===== src/rtl/parity_ctrl_pkg.sv =====
// Shared state encoding and parity constants
// for the parity frame controller.
package parity_ctrl_pkg;

    typedef enum logic [1:0] {
        ST_IDLE   = 2'd0,
        ST_ACTIVE = 2'd1,
        ST_REPORT = 2'd2
    } state_e;

    localparam int PARITY_EVEN = 0;
    localparam int PARITY_ODD  = 1;

endpackage


===== src/rtl/parity_checker.sv =====
// Combinational parity check of one word
// plus its accompanying parity bit.
module parity_checker
    import parity_ctrl_pkg::*;
#(
    parameter int DATA_WIDTH  = 8,
    parameter int PARITY_TYPE = PARITY_EVEN
) (
    input  logic [DATA_WIDTH-1:0] data_in,
    input  logic                  parity_in,
    output logic                  valid_out
);

    logic odd_sel;

    assign odd_sel   = (PARITY_TYPE == PARITY_ODD);
    assign valid_out = ((^data_in) ^ parity_in) == odd_sel;

endmodule


===== src/rtl/parity_frame_controller.sv =====
// Sequences a fixed-length frame of parity-protected
// words, flags errors and reports frame completion.
module parity_frame_controller
    import parity_ctrl_pkg::*;
#(
    parameter int DATA_WIDTH  = 8,
    parameter int PARITY_TYPE = PARITY_EVEN,
    parameter int LEN_WIDTH   = 16,
    parameter int ERR_WIDTH   = 16
) (
    input  logic                  clk,
    input  logic                  rst,
    input  logic                  start_in,
    input  logic                  abort_in,
    input  logic [LEN_WIDTH-1:0]  frame_len_in,
    input  logic [DATA_WIDTH-1:0] data_in,
    input  logic                  parity_in,
    input  logic                  data_valid_in,
    output logic                  data_ready_out,
    output logic [DATA_WIDTH-1:0] data_out,
    output logic                  data_valid_out,
    output logic                  parity_err_out,
    output logic                  busy_out,
    output logic                  done_out,
    output logic [ERR_WIDTH-1:0]  err_count_out,
    output logic                  frame_ok_out
);

    state_e                state_q, state_d;
    logic [LEN_WIDTH-1:0]  len_q, len_d;
    logic [LEN_WIDTH-1:0]  cnt_q, cnt_d;
    logic [ERR_WIDTH-1:0]  err_q, err_d;
    logic                  ok_q, ok_d;
    logic [DATA_WIDTH-1:0] data_q, data_d;
    logic                  dval_q, dval_d;
    logic                  perr_q, perr_d;

    logic                  word_good;
    logic                  beat;
    logic                  word_bad;
    logic [ERR_WIDTH-1:0]  err_inc;

    parity_checker #(
        .DATA_WIDTH  (DATA_WIDTH),
        .PARITY_TYPE (PARITY_TYPE)
    ) u_chk (
        .data_in   (data_in),
        .parity_in (parity_in),
        .valid_out (word_good)
    );

    assign beat     = data_valid_in && (state_q == ST_ACTIVE);
    assign word_bad = !word_good;
    // Saturate instead of wrapping so a long bad frame never reads as clean
    assign err_inc  = (err_q == '1) ? err_q : err_q + ERR_WIDTH'(1);

    always_comb begin
        state_d = state_q;
        len_d   = len_q;
        cnt_d   = cnt_q;
        err_d   = err_q;
        ok_d    = ok_q;
        data_d  = data_q;
        dval_d  = 1'b0;
        perr_d  = 1'b0;
        unique case (state_q)
            ST_IDLE: begin
                if (start_in) begin
                    err_d = '0;
                    if (frame_len_in != '0) begin
                        len_d   = frame_len_in;
                        cnt_d   = '0;
                        ok_d    = 1'b0;
                        state_d = ST_ACTIVE;
                    end else begin
                        ok_d    = 1'b1;
                        state_d = ST_REPORT;
                    end
                end
            end
            ST_ACTIVE: begin
                if (abort_in) begin
                    ok_d    = 1'b0;
                    state_d = ST_IDLE;
                end else if (beat) begin
                    data_d = data_in;
                    dval_d = 1'b1;
                    perr_d = word_bad;
                    cnt_d  = cnt_q + LEN_WIDTH'(1);
                    if (word_bad) begin
                        err_d = err_inc;
                    end
                    if (cnt_q == len_q - LEN_WIDTH'(1)) begin
                        ok_d    = (err_d == '0);
                        state_d = ST_REPORT;
                    end
                end
            end
            ST_REPORT: begin
                state_d = ST_IDLE;
            end
            default: begin
                state_d = ST_IDLE;
            end
        endcase
    end

    always_ff @(posedge clk or posedge rst) begin
        if (rst) begin
            state_q <= ST_IDLE;
            len_q   <= '0;
            cnt_q   <= '0;
            err_q   <= '0;
            ok_q    <= 1'b0;
            data_q  <= '0;
            dval_q  <= 1'b0;
            perr_q  <= 1'b0;
        end else begin
            state_q <= state_d;
            len_q   <= len_d;
            cnt_q   <= cnt_d;
            err_q   <= err_d;
            ok_q    <= ok_d;
            data_q  <= data_d;
            dval_q  <= dval_d;
            perr_q  <= perr_d;
        end
    end

    assign data_ready_out = (state_q == ST_ACTIVE);
    assign busy_out       = (state_q != ST_IDLE);
    assign done_out       = (state_q == ST_REPORT);
    assign data_out       = data_q;
    assign data_valid_out = dval_q;
    assign parity_err_out = perr_q;
    assign err_count_out  = err_q;
    assign frame_ok_out   = ok_q;

endmodule


===== config.mk =====
export PLATFORM = sky130hd
export DESIGN_NAME = parity_frame_controller
export DESIGN_NICKNAME = d
export VERILOG_FILES = /design/src/rtl/parity_ctrl_pkg.sv /design/src/rtl/parity_checker.sv /design/src/rtl/parity_frame_controller.sv
export SDC_FILE = /design/constraint.sdc
export NUM_CORES = 1
export LEC_CHECK = 0
export ABC_AREA = 0
export BUFFER_PORTS_ARGS = -buffer_cell sky130_fd_sc_hd__buf_2
export CELL_PAD_IN_SITES_DETAIL_PLACEMENT = 0
export CELL_PAD_IN_SITES_GLOBAL_PLACEMENT = 2
export CORE_UTILIZATION = 32
export DETAILED_ROUTE_END_ITERATION = 12
export GPL_ROUTABILITY_DRIVEN = 0
export PLACE_DENSITY = 0.73
export SETUP_SLACK_MARGIN = 0.1
export SLEW_MARGIN = 20
export SYNTH_ARGS = -nofsm -noshare
export SYNTH_HDL_FRONTEND = slang
export SYNTH_SLANG_ARGS = --single-unit
export TNS_END_PERCENT = 1

===== constraint.sdc =====
create_clock -name clk -period 2.6 [get_ports clk]
set_clock_uncertainty 0.05 [all_clocks]
set_input_delay 0.39 -clock clk [delete_from_list [all_inputs] [get_ports clk]]
set_output_delay 0.39 -clock clk [all_outputs]
set_load 0.02 [all_outputs]

==> flow_summary.ini <==
[run_status]
outcome = finished, violations left
violations = DRC

[floorplanning]
ios = 60
die_y_um = 111
coreArea_um2 = 11600
die_x_um = 111
rows = 39
dieArea_um2 = 12400
initial_core_util = 0.331

[min_path]
hp-class = in -> async

[power]
vdd_ir_drop_max_v = 0.000352
p_leak_nw = 2.29
p_per_area_nw_per_um2 = 646

[setup_path]
worst_r2r_path_depth = 9
reg2reg_setup_slack_ns = 0.06
worstReg2RegEnd = state_q[0]
crit_type = reg -> reg
r2r_start = len_q[1]
endpoint_kind = register
startpoint_type = register
cp_max_fo = 4
worstPathRequired_ns = 2.76
startpoint = len_q[1]
worstSetupEndpoint = state_q[0]
arrival_ns = 2.69

[sta]
worst_pin_slew_ns = 0.660
fin_hold_ws_ns = 0.0266
fin_setup_tns_ns = 0
final_hold_viol_count = 0
fmax_mhz = 394
fin_crit_sh = 0.976
slew_violations = 0
setup_viol = 0
rsz0062_at_grt = true
min_period_ns = 2.54
setup_ws_ns = 0.0619
relSlewSlack = 0.559

[placed_design]
dp_slack_ns = -0.191
dp_hpwl_um = 8090
portBuffers = 59

[synthesis]
syn-cell-area_um2 = 3830
synth_cell_type_count = 59
yosysSeqAreaShare = 0.398
synthFlopType = dfrtp_1
ys_seq_elements = 61
syn_nets = 452
synth_edf_count = 0
avgSynthCellArea_um2 = 9.14
synth_async_sr_flop_share = 1.00
synthCells = 419
yosys_warnings = 0

[grt]
grt_start_max_net_pins = 29
grt_pass1_wl_um = 18100
grtUsageTotal = 0.184
grt_overflow = 0
grt_pass1_vias = 3469
antenna_found_initial = 0

[final_layout]
area_delta_synth_final_pct = 35.1
mostFrequentLayoutCells = buf_4 (69), buf_2 (59), dfrtp_1 (56)
final_layout_size_suffix_gt1_frac = 0.368
final_common_cell = buf_4
fill_cells = 1145
diodes = 0
final_nets = 571

[clock_tree]
cts.htree.levels = 3
clockBufferDepth = 2
cts_sinks = 61
clock_latency_ns = 0.33
cts-hold-fix-buffers = 0
cts_made_buffers = 9
clock-root-buffer = clkbuf_16
cts_tree = built
clkTransAtPathRegs_ns = 0.05

[flow_run]
cap_violations = 0

[detailed_routing]
wl_um = 10900
num_vias = 3552
drc = 6
ant_nets = 0
post_drt_wl_per_cell_um = 15.9
avgViaCountPerCell = 5.19
firstDrtPassIters = 9
first_iter_violations = 202
kinds of logic (layout without fill, tap and decap cells):
family / after synthesis / count (layout) / share of synthesized area
buffers and inverters: 31 / 153 / 0.0405
flip-flops: 61 / 61 / 0.398
XOR/XNOR: 43 / 43 / 0.105
AND/OR/NAND/NOR: 179 / 179 / 0.243
adder cells (fa/ha/maj): 3 / 3 / 0.00980
multiplexers: 25 / 25 / 0.0702
AO/OA/AOI/OAI: 77 / 77 / 0.132
worst max-delay path, cell delays in order, from the launching register on:
cell and delay, ns:
dfrtp_1 0.38, inv_2 0.09, ha_4 0.15, or2b_4 0.28, nor4b_4 0.39, mux2i_1 0.23, mux2i_1 0.08, o21a_1 0.20
o31a_2 0.30, or2_2 0.27
layer usage:
metal | GRT usage | routed length, um | vias up | share of wire
met2 | 0.275 | 4900 | 59 | 0.45
li1 | - | - | 1763 | -
met4 | 0.0541 | 117 | 0 | 0.011
met5 | 0 | 0 | - | 0
met1 | 0.271 | 5480 | 1722 | 0.50
met3 | 0.0321 | 372 | 8 | 0.034
power breakdown:
part | switching, mW | leakage [nW] | total (mW) | internal [mW]
clock network | 0.405 | 0.148 | 1.21 | 0.809
registers | 0.102 | 0.791 | 1.16 | 1.06
logic | 0.508 | 1.35 | 0.967 | 0.459
cell usage after synthesis, types with 3 or more instances:
library cell   n  share of area
xor2_1        17          0.039
a21oi_1       11          0.014
and4_1         6          0.014
dfrtp_1       61           0.40
clkbuf_1      14          0.014
nand3_1       18          0.024
nand4_1       13          0.021
nor4_1         9          0.015
and3_1         4         0.0065
nor2_1        38          0.037
inv_1          9         0.0088
nand2_1       50          0.049
o2111ai_1      3         0.0069
nand2b_1       3         0.0049
o31ai_1        6          0.012
ha_1           3         0.0098
xnor2_1       24          0.055
or3_1          8          0.013
o21ai_0       27          0.035
and4_2         3         0.0078
mux2i_1       10          0.026
a41oi_1        5          0.011
nor3_1        10          0.013
a211oi_1       7          0.014
nor2b_1        4         0.0065
mux2_2        15          0.044
metrics by stage:
| stage | instance area (um2) | power (mW) | cells | utilization |
|---|---|---|---|---|
| final | 5180 | 3.35 | 684 | 0.448 |
| after CTS | 5070 | 3.35 | 680 | 0.438 |
| after global routing | 5180 | 3.52 | 684 | 0.448 |
| after global placement | 4670 | 2.06 | 662 | 0.404 |
| after detailed placement | 4670 | 2.07 | 662 | 0.404 |
| after floorplan | 3840 | 1.70 | 419 | - |
sequential cells by signal, summed over array words and instances (netlist names):
name            count
len_q              16
parity_err_out      1
err_count_out      16
data_out            8
cnt_q              16
frame_ok_out        1
data_valid_out      1
state_q             2
area by class of cell:
class                           instances  area [um2]  area share
Multi-Input combinational cell        327        2290       0.443
Clock buffer                           13         270      0.0522
Inverter                               10        37.5     0.00725
Tap cell                              143         179      0.0346
Timing Repair Buffer                  129         833       0.161
Clock inverter                          1        30.0     0.00580
Sequential cell                        61        1530       0.296
worst min path at each step:
stage,end,slack (ns)
floorplan,data_out[0],0.45
finish,data_out[2],0.03
global route,data_out[2],0.06
CTS,data_valid_out,0.03
detailed placement,data_valid_out,0.39
global placement,data_out[2],0.37
timing repair:
item	CTS	global route
buffers inserted	4	4
gates resized for setup	18	16
setup endpoints to repair	3	10
pin swaps	12	1
Note: power is estimated with default switching activity, not from simulation.
